## src/rtl/parity_split_ctrl.sv

```systemverilog
// parity_split_ctrl: walks a 1-cycle-latency ROM and sorts each word
// by bit 0 into separate odd/even register banks, start/busy/done handshake.
module parity_split_ctrl #(
  parameter int DATA_W     = 8,
  parameter int ADDR_W     = 4,
  parameter int DEPTH      = 8,
  parameter int BANK_DEPTH = 8,
  parameter int CNT_W      = $clog2(BANK_DEPTH + 1),
  localparam int IDX_W     = (BANK_DEPTH > 1) ? $clog2(BANK_DEPTH) : 1
) (
  input  logic              clk,
  input  logic              rst,
  input  logic              start,
  output logic              busy,
  output logic              done,
  output logic [ADDR_W-1:0] rom_addr,
  input  logic [DATA_W-1:0] rom_data,
  output logic [CNT_W-1:0]  odd_count,
  output logic [CNT_W-1:0]  even_count,
  output logic              overflow,
  input  logic              rd_sel,
  input  logic [IDX_W-1:0]  rd_idx,
  output logic [DATA_W-1:0] rd_data
);

  typedef enum logic [1:0] {
    IDLE,
    RUN,
    DRAIN,
    DONE
  } state_t;

  localparam logic [ADDR_W-1:0] LAST_A = ADDR_W'(DEPTH - 1);
  localparam logic [CNT_W-1:0]  FULL   = CNT_W'(BANK_DEPTH);

  state_t              state_q;
  logic [ADDR_W-1:0]   addr_q;
  logic                busy_q;
  logic                done_q;
  logic                issue_q;
  logic                valid_q;
  logic [CNT_W-1:0]    odd_cnt_q;
  logic [CNT_W-1:0]    even_cnt_q;
  logic                ovf_q;
  logic [DATA_W-1:0]   odd_q  [BANK_DEPTH];
  logic [DATA_W-1:0]   even_q [BANK_DEPTH];

  logic                wr_odd_d;
  logic                wr_even_d;
  logic                drop_d;

  // classify the word arriving this cycle and decide which bank takes it
  always_comb begin
    wr_odd_d  = 1'b0;
    wr_even_d = 1'b0;
    drop_d    = 1'b0;
    if (valid_q) begin
      if (rom_data[0]) begin
        wr_odd_d = (odd_cnt_q != FULL);
      end else begin
        wr_even_d = (even_cnt_q != FULL);
      end
      drop_d = ~(wr_odd_d | wr_even_d);
    end
  end

  // pass sequencer: address walk, capture pipeline, counts and handshake
  always_ff @(posedge clk) begin
    if (rst) begin
      state_q    <= IDLE;
      addr_q     <= '0;
      busy_q     <= 1'b0;
      done_q     <= 1'b0;
      issue_q    <= 1'b0;
      valid_q    <= 1'b0;
      odd_cnt_q  <= '0;
      even_cnt_q <= '0;
      ovf_q      <= 1'b0;
    end else begin
      done_q  <= 1'b0;
      valid_q <= issue_q;
      unique case (state_q)
        IDLE: begin
          if (start) begin
            odd_cnt_q  <= '0;
            even_cnt_q <= '0;
            ovf_q      <= 1'b0;
            addr_q     <= '0;
            busy_q     <= 1'b1;
            issue_q    <= 1'b1;
            state_q    <= RUN;
          end
        end
        RUN: begin
          if (addr_q == LAST_A) begin
            issue_q <= 1'b0;
            state_q <= DRAIN;
          end else begin
            addr_q <= addr_q + ADDR_W'(1);
          end
        end
        DRAIN: begin
          if (!valid_q) begin
            busy_q  <= 1'b0;
            done_q  <= 1'b1;
            state_q <= DONE;
          end
        end
        DONE: begin
          state_q <= IDLE;
        end
        default: begin
          state_q <= IDLE;
        end
      endcase
      if (wr_odd_d) begin
        odd_cnt_q <= odd_cnt_q + CNT_W'(1);
      end
      if (wr_even_d) begin
        even_cnt_q <= even_cnt_q + CNT_W'(1);
      end
      if (drop_d) begin
        ovf_q <= 1'b1;
      end
    end
  end

  // bank storage; words land at the current fill level of their bank
  always_ff @(posedge clk) begin
    if (rst) begin
      for (int i = 0; i < BANK_DEPTH; i++) begin
        odd_q[i]  <= '0;
        even_q[i] <= '0;
      end
    end else begin
      if (wr_odd_d) begin
        odd_q[odd_cnt_q[IDX_W-1:0]] <= rom_data;
      end
      if (wr_even_d) begin
        even_q[even_cnt_q[IDX_W-1:0]] <= rom_data;
      end
    end
  end

  // read port: entries past the fill level read as zero
  always_comb begin
    rd_data = '0;
    if (rd_sel) begin
      if (CNT_W'(rd_idx) < odd_cnt_q) begin
        rd_data = odd_q[rd_idx];
      end
    end else begin
      if (CNT_W'(rd_idx) < even_cnt_q) begin
        rd_data = even_q[rd_idx];
      end
    end
  end

  assign busy       = busy_q;
  assign done       = done_q;
  assign rom_addr   = addr_q;
  assign odd_count  = odd_cnt_q;
  assign even_count = even_cnt_q;
  assign overflow   = ovf_q;

endmodule

```

## config.mk

```make
export PLATFORM = sky130hd
export DESIGN_NAME = parity_split_ctrl
export DESIGN_NICKNAME = d
export VERILOG_FILES = /design/src/rtl/parity_split_ctrl.sv
export SDC_FILE = /design/constraint.sdc
export NUM_CORES = 1
export LEC_CHECK = 0
export ABC_AREA = 1
export BUFFER_PORTS_ARGS = -buffer_cell sky130_fd_sc_hd__buf_2
export CAP_MARGIN = 15
export CORE_ASPECT_RATIO = 0.5
export CORE_MARGIN = 2
export CORE_UTILIZATION = 66
export CTS_CLUSTER_SIZE = 40
export DETAILED_ROUTE_END_ITERATION = 12
export PLACE_DENSITY_LB_ADDON = 0.05
export REMOVE_ABC_BUFFERS = 1
export SLEW_MARGIN = 10
export SYNTH_ARGS = -nofsm -noshare
export SYNTH_HDL_FRONTEND = slang
export SYNTH_SLANG_ARGS = --single-unit
```

## constraint.sdc

```tcl
create_clock -name clk -period 4.2 [get_ports clk]
set_input_delay 0.21 -clock clk [delete_from_list [all_inputs] [get_ports clk]]
set_output_delay 0.21 -clock clk [all_outputs]
set_load 0.005 [all_outputs]
```

* After elaboration in Yosys (flattened, before gate mapping)
Memory sizes are Yosys's and may differ from the RTL's.
Cells that the tools add are included.
** Operators by class
- Reduce and logical (&&, ||, !) cells :: 19
- Bitwise gates (word level) :: 3
- Multiplexer cells :: 43
- Equality and inequality tests :: 10
- Add/sub/neg operators :: 3
- Order comparisons :: 2
** Operator list (number)
- $mux W8 :: 5
- $mux W1 :: 24
- $mux W4 :: 5
- $reduce_bool A2 Y1 :: 8
- $reduce_or A8 Y1 :: 2
- $add A4 B1 Y4 const B :: 3
- $reduce_and A3 Y1 :: 4
- $lt A3 B4 Y1 :: 2
- $ne A2 B2 Y1 const B :: 4
- $ne A4 B4 Y1 const B :: 2
- $pmux W2 S4 :: 1
- $pmux W4 S2 :: 1
- $mux W2 :: 3
- $mux W3 :: 2
- $reduce_and A2 Y1 :: 3
- $eq A2 B2 Y1 const B :: 2
- $eq A4 B3 Y1 const B :: 1
- $pmux W1 S2 :: 2
- $eq A2 B1 Y1 const B :: 1
- $logic_not A2 Y1 :: 1
- $not A1 Y1 :: 2
- $reduce_or A2 Y1 :: 1
- $or A1 B1 Y1 :: 1
** Word-level totals
- Input port bits :: 15
- Word-level logic and storage cells :: 91
- Memories kept :: 2
- Bits in writable memories :: 128
- Bits in registers :: 19
- Output and inout bits :: 23
** Memories
- even_q :: words 8, bits a word 8, read ports 1, clocked after memory_dff 0, wr ports 8, line 46 : logic [DATA_W-1:0] even_q [BANK_DEPTH];
- odd_q :: words 8, bits a word 8, read ports 1, clocked after memory_dff 0, wr ports 8, line 45 : logic [DATA_W-1:0] odd_q [BANK_DEPTH];

* Longest topological paths before layout
Gate-level depths: netlist of run 1.
- Word-level depth :: 9
- Gate-level depth with buffers :: 11
- Depth with buffers taken out :: 11

* Least setup slack after synthesis of run 1
OpenSTA, ideal clock, no wires.
- Path kind :: register -> register
- Start point :: register even_cnt_q[0], in the netlist even_count[0]
- End point :: memory even_q[0][0] (enable)
- Path buffers :: 0
- Data required time :: 3871 ps
- Period minus slack after synthesis :: 2017 ps
- Path slack :: 2183 ps
- Setup time :: 329 ps
- Stages on the path, launching flop included :: 10
- Data arrival time :: 1689 ps
- Cells stage by stage :: dfxtp_1 > inv_1 > ha_1 > nand3_2 > nand3_4 > inv_2 > nand2_4 > nor2_4 > nand2_2 > nand2_1
** RTL lines
- start: declaration :: line 43 : logic [CNT_W-1:0] even_cnt_q;
- start signal: assignment :: line 120 : even_cnt_q <= even_cnt_q + CNT_W'(1);
- end: declaration :: line 46

* Worst setup path in the final report of run 1
- Start point :: register odd_cnt_q[1], in the netlist odd_count[1]
- End point :: output port rd_data[0]
** Between the ends
- Longest elaborated chain between the ends :: 3
** Ends and longest elaborated chain
- start: declaration :: line 42 : logic [CNT_W-1:0] odd_cnt_q;
- start signal: assignment :: line 117 : odd_cnt_q <= odd_cnt_q + CNT_W'(1);
- $lt A3 B4 Y1 :: line 149 : if (CNT_W'(rd_idx) < odd_cnt_q) begin
- $mux W8 :: line 149
- $mux W8 :: line 148 : if (rd_sel) begin
- end: declaration :: line 23 : output logic [DATA_W-1:0] rd_data
Every way passes these cells.

==> results of run 1 <==
-- per-layer routing --
metal	vias up	track usage, %	part of all wire [%]
li1	2740	-	-
met1	2716	43.4	40
met2	320	51.2	47
met3	40	8.35	10
met4	0	10.4	2.6
met5	-	0	0
-- state kept, by name, summed over array words and instances, names as in the netlist --
name and cells:
issue_q 1, busy 1, odd_count 4, rom_addr 4, state_q 2, odd_q 64, even_count 4, overflow 1
done 1, even_q 64, valid_q 1
-- power groups by stage --
stage / clock, mW / combinational (mW) / sequential (mW)
after detailed placement: 0 / 0.415 / 1.73
after floorplan: 0 / 0.270 / 1.72
after CTS: 1.48 / 0.421 / 1.70
after global routing: 1.55 / 0.477 / 1.70
final: 1.49 / 0.429 / 1.70
after global placement: 0 / 0.407 / 1.72
-- cells by family (layout without fill, tap and decap cells) --
logic type,count (synthesis),after routing
fa+ha+maj,12,12
buf+inv,168,205
flops,147,147
compound gates,24,24
simple gates,487,487
other cells,1,8
xor+xnor,5,5
-- critical path: cells and delay by family, from the launching register on --
kind	cells	cell delay, ps
AND/OR/NAND/NOR	4	540
flip-flops	1	450
AO/OA/AOI/OAI	1	380
adder cells (fa/ha/maj)	1	300
buffers and inverters	2	240
-- layout make-up --
cell class | instances | area share, %
clock inverters | 11 | 1.19
inverters | 132 | 6.02
well taps | 145 | 2.21
multi-input cells | 536 | 30.6
flip-flops and latches | 147 | 51.4
repair buffers | 41 | 2.86
clock buffers | 21 | 5.74
-- cells in the final DEF (no fill, tap or decap), drive strengths merged --
cell type  Yosys  final
nand2        213    213
nor2         151    151
inv          132    134
edfxtp       128    128
nand3         99     99
buf           16     41
clkbuf        20     21
dfxtp         19     19
a21oi         17     17
nand4         16     16
ha            12     12
conb           1      8
clkinv         0      8
or2            7      7
o21ai          5      5
xor2           4      4
a21boi         1      1
o31ai          1      1
xnor2          1      1
nor3           1      1
bufinv         0      1
-- worst paths after layout --
path,slack [ps],cells past startpoint,start,endpoint
setup reg to reg,1730,9,even_count[0],even_q[2][3]
setup / recovery,1650,8,odd_count[1],rd_data[0]
hold reg to reg,430,2,issue_q,valid_q
hold / removal,80,3,start,busy
-- through the flow --
step / hold slack [ps] / cell area, um^2 / cells / utilization (%)
2_1_floorplan: 279 / 7240 / 815 / -
3_3_place_gp: 423 / 7630 / 1000 / 69.7
3_5_place_dp: 426 / 7630 / 1000 / 69.7
4_1_cts: 82.1 / 8200 / 1032 / 74.9
5_1_grt: 90.6 / 8220 / 1033 / 75.1
6_report: 79.4 / 8220 / 1033 / 75.1
==> metrics.cfg, run 1 <==
[cts]
cts_hold_buf=0
cts_setup_buffers=0
cts_buffers=17
tritoncts=built
postCtsResizedCells=0
cts_sinks=147
clkLatencyLatePin_ps=420
cts_root_buf=clkbuf_16
path_clk_slew_ps=60
cts_buffer_depth=2
htree_levels=4

[power_and_ir_drop]
switching_share_pct=26.7
p_int_mw=2.65
power_frac_seq_pct=47.0
power_mw=3.61
powerDensity_nw_per_um2=439
switchingPower_uw=963
combPwrFrac_pct=11.9
pwr-share-clk_pct=41.2
p_leak_nw=3.86
ir_drop_mv=0.327

[routing]
postRouteWirelength_um=18300
first_pass_iters=7
wl_per_cell_um=17.7
vias_per_cell=5.63
drc=0
num_vias=5816
ant_nets=0
dr.first_iter.drc_count=670

[layout]
nFillCells=773
antenna_cells=0
regArea_um2=4220
multi_input_area_um2=2520
nNetsFinal=902
drive_gt1_share_pct=12.5
synthToLayoutAreaGrowth_pct=11.7

[global_route]
grt_pass1_wl_um=28700
first_global_vias=5388
grt_overflow=0
track_usage_pct=31.9
antenna_found_initial=0
grt_max_degree=66

[logic_synthesis]
post_synth_instance_area_um2=7360
synth_xor_area_share_pct=0.595
synth_edf_count=128
synthFlopType=edfxtp_1
synth_mux_area_share_pct=0
synthTopCellsByCount=nand2_1, nor2_1, edfxtp_1, inv_1, nand3_1
synth_area_leaders=edfxtp_1, nand2_1, nor2_1, inv_1, nand3_1
synth-simple-area-share_pct=29.4
async_reset_ff_share_pct=0
synthAdderAreaFrac_pct=2.04
yosysTopAreaCellShare_pct=52.2
ys_ff_latch=147
synth.most_common_cell=nand2_1
syn_inst=844
yosysWarnings=0
yosys.area.top_type=edfxtp_1
synth_cell_types=29
synth_compound_area_share_pct=1.80
synth_top_family_by_area=simple AND/OR/NAND/NOR gates
syn-mean-instance-area_um2=8.73
ys_seq_area_share_pct=57.4

[setup_path]
crit_path_start_kind=flip-flop
worstPathCellList=inv_1 > ha_1 > nand2_1 > nand2_1 > a21oi_2 > nand4_1 > nand2_1 > buf_2
slowest_delay_ps=450
cp_max_fo=8
cp_slowest_cell=dfxtp_1
worstPathArrival_ps=2340
crit_top_cell=nand2_1
worstPathRequired_ps=3990
path_class=reg -> out
endpoint_kind=output pin

[timing]
rsz0062_at_grt=false
period_share_pct=60.6
finalCriticalPeriod_ps=2550
max_slew_margin_pct=42.2
slew_viol_final=0
finalWorstSetupSlack_ps=1650
hold_viol_final=0
max_freq_mhz=393
finalSetupViolCount=0
fin_skew_ps=10.8
tightest_slew_ps=866
fin_setup_tns_ps=0

[placement]
pre_cts_ws_ps=1740
hpwl_um=11600
port_buffers=37
gp_congestion=0.862

[job]
drv_cap=0

[outcome]
outcome=finished clean

[worst_hold_path]
hold_class=in -> reg

[floorplanning]
pin_count=38
die_height_um=78.7
die-width_um=153
start_util_pct=67.3
fp-row-count=27
die_area_um2=12100
core_area_um2=10900

(Power assumes the default switching activity.)
==> inputs of run 2 (changes only) <==
Settings changed: CORE_UTILIZATION 66 to 61.
Clock period 4.2 ns to 2.6 ns, I/O delays scaled along.
==> run 2 against run 1 <==
Compared with the run above:
- first-iteration DRC count shrank 1.2%
- clock power is 74% higher
- die area rose by 7.9%
- power grew 67%
- clock skew shrank 4.2 ps
- sequential share of layout area decreased by 0.79 points
- count of clock-buffer cells in the layout is 3 lower
- register-to-register slack got worse by 1300 ps
- worst hold slack improved by 69 ps
- routed wire length down 2.9%
- critical path type unchanged
- critical endpoint is now rd_data[5]
- largest cell class unchanged
- largest power group unchanged
- highest routed layer unchanged
==> metrics.cfg, run 2 (same netlist as run 1, synthesis figures left out) <==
[layout]
synthToLayoutAreaGrowth_pct=13.4  ; was 11.7%
layout_common_cells=nand2_1, nor2_1, edfxtp_1  ; unchanged
regArea_um2=4220  ; unchanged
multi_input_area_um2=2520  ; unchanged
mostFrequentLayoutCell=nand2_1  ; unchanged
nFillCells=915  ; was 773
postLayoutCoreUtil_pct=70.8  ; was 75.1%
nNetsFinal=910  ; was 902
drive_gt1_share_pct=13.3  ; was 12.5%
antenna_cells=0  ; unchanged
reg_top3=even_q (64), odd_q (64)  ; unchanged

[floorplanning]
core_area_um2=11800  ; was 10900 um^2
start_util_pct=62.4  ; was 67.3%
pin_count=38  ; unchanged
die_area_um2=13000  ; was 12100 um^2
die-width_um=159  ; was 153 um
die_height_um=81.7  ; was 78.7 um
fp-row-count=28  ; was 27

[timing]
tightest_slew_ps=892  ; was 866 ps
fin_skew_ps=6.61  ; was 10.8 ps
rsz0062_at_grt=false  ; unchanged
slew_viol_final=0  ; unchanged
fin_setup_tns_ps=0  ; unchanged
finalCriticalPeriod_ps=2410
max_freq_mhz=416
period_share_pct=92.6
finalSetupViolCount=0  ; unchanged
hold_viol_final=0  ; unchanged
max_slew_margin_pct=40.5  ; was 42.2%

[cts]
clkLatencyLatePin_ps=420  ; about the same
cts_buffer_depth=2  ; unchanged
cts_hold_buf=1  ; was 0
cts_sinks=147  ; unchanged
cts_buffers=17  ; unchanged
htree_levels=4  ; unchanged
postCtsResizedCells=0  ; unchanged
cts_setup_buffers=0  ; unchanged
path_clk_slew_ps=60  ; about the same
tritoncts=built  ; unchanged
cts_root_buf=clkbuf_16  ; unchanged

[global_route]
grt_max_degree=66  ; unchanged
grt_pass1_wl_um=27700  ; was 28700 um
antenna_found_initial=0  ; unchanged
grt_overflow=0  ; unchanged
first_global_vias=5326  ; was 5388
track_usage_pct=28.9  ; was 31.9%

[job]
drv_cap=0  ; unchanged

[routing]
first_pass_iters=5  ; was 7
vias_per_cell=5.34  ; was 5.63
num_vias=5670  ; was 5816
dr.first_iter.drc_count=662  ; was 670
postRouteWirelength_um=17800  ; was 18300 um
ant_nets=0  ; unchanged
drc=0  ; unchanged
wl_per_cell_um=16.7  ; was 17.7 um

[setup_path]
path_class=reg -> out  ; unchanged
crit_path_start_kind=flip-flop  ; unchanged
worstPathRequired_ps=2470  ; was 3990 ps
cp_max_fo=8  ; unchanged
worstPathArrival_ps=2280  ; was 2340 ps
endpoint_kind=output pin  ; unchanged

[power_and_ir_drop]
p_leak_nw=3.91  ; was 3.86 nW
powerDensity_nw_per_um2=722  ; was 439 nW/um^2
power_frac_seq_pct=45.4  ; was 47.0%
p_int_mw=4.50  ; was 2.65 mW
pwr-share-clk_pct=43.2  ; was 41.2%
ir_drop_mv=0.520  ; was 0.327 mV
switchingPower_mw=1.53  ; was 963 uW
switching_share_pct=25.4  ; was 26.7%
combPwrFrac_pct=11.4  ; was 11.9%

[placement]
hpwl_um=12000  ; was 11600 um
port_buffers=37  ; unchanged
gp_congestion=0.872  ; was 0.862

[worst_hold_path]
hold_class=in -> reg  ; unchanged

[outcome]
outcome=finished clean  ; unchanged

[run 2: metrics by stage]
stage          hold WS, ps  instance area [um^2]  setup WS [ps]  instances  total power [mW]
3_5_place_dp           415                  7710            431       1028              3.47
2_1_floorplan          199                  7240            564        815              3.21
4_1_cts                134                  8350            243       1061              6.04
3_3_place_gp           410                  7710            475       1028              3.45
6_report               148                  8350            193       1061              6.03
5_1_grt                165                  8350           58.4       1061              6.24
[run 2: worst paths after layout]
kind / slack, ps / start / to / cells past startpoint
max: 190 / even_count[2] / rd_data[5] / 8
min: 150 / rst / rom_addr[2] / 3
max reg2reg: 390 / odd_count[0] / odd_q[6][1] / 9
min reg2reg: 430 / issue_q / valid_q / 2
[run 2: area by class of cell]
type,instances,share of cell area (%)
flip-flops and latches,147,50.6
multi-input cells,536,30.2
inverters,132,5.93
clock buffers,18,5.14
repair buffers,49,3.33
well taps,165,2.47
clock inverters,14,2.41
[run 2: power groups by stage]
stage                     Clock (mW)  Combinational [mW]  Sequential, mW
after global placement             0               0.668            2.78
after floorplan                    0               0.435            2.77
after global routing            2.72               0.774            2.75
after CTS                       2.61               0.687            2.74
after detailed placement           0               0.681            2.79
final                           2.60               0.690            2.74
[run 2: worst max-delay path, stage by stage (launching register included)]
cell	delay (ps)
dfxtp_1	470
inv_2	90
ha_1	300
inv_1	50
nor2_1	40
a21boi_2	400
nand4_1	250
nand2_1	140
buf_2	120
[run 2: layer usage]
layer | track usage (%) | routed length, um | part of all wire [%] | vias to the layer above
li1 | - | - | - | 2760
met1 | 37.7 | 7340 | 41 | 2590
met2 | 48.6 | 8300 | 47 | 278
met3 | 7.27 | 1760 | 9.9 | 42
met4 | 9.91 | 369 | 2.1 | 0
met5 | 0 | 0 | 0 | -
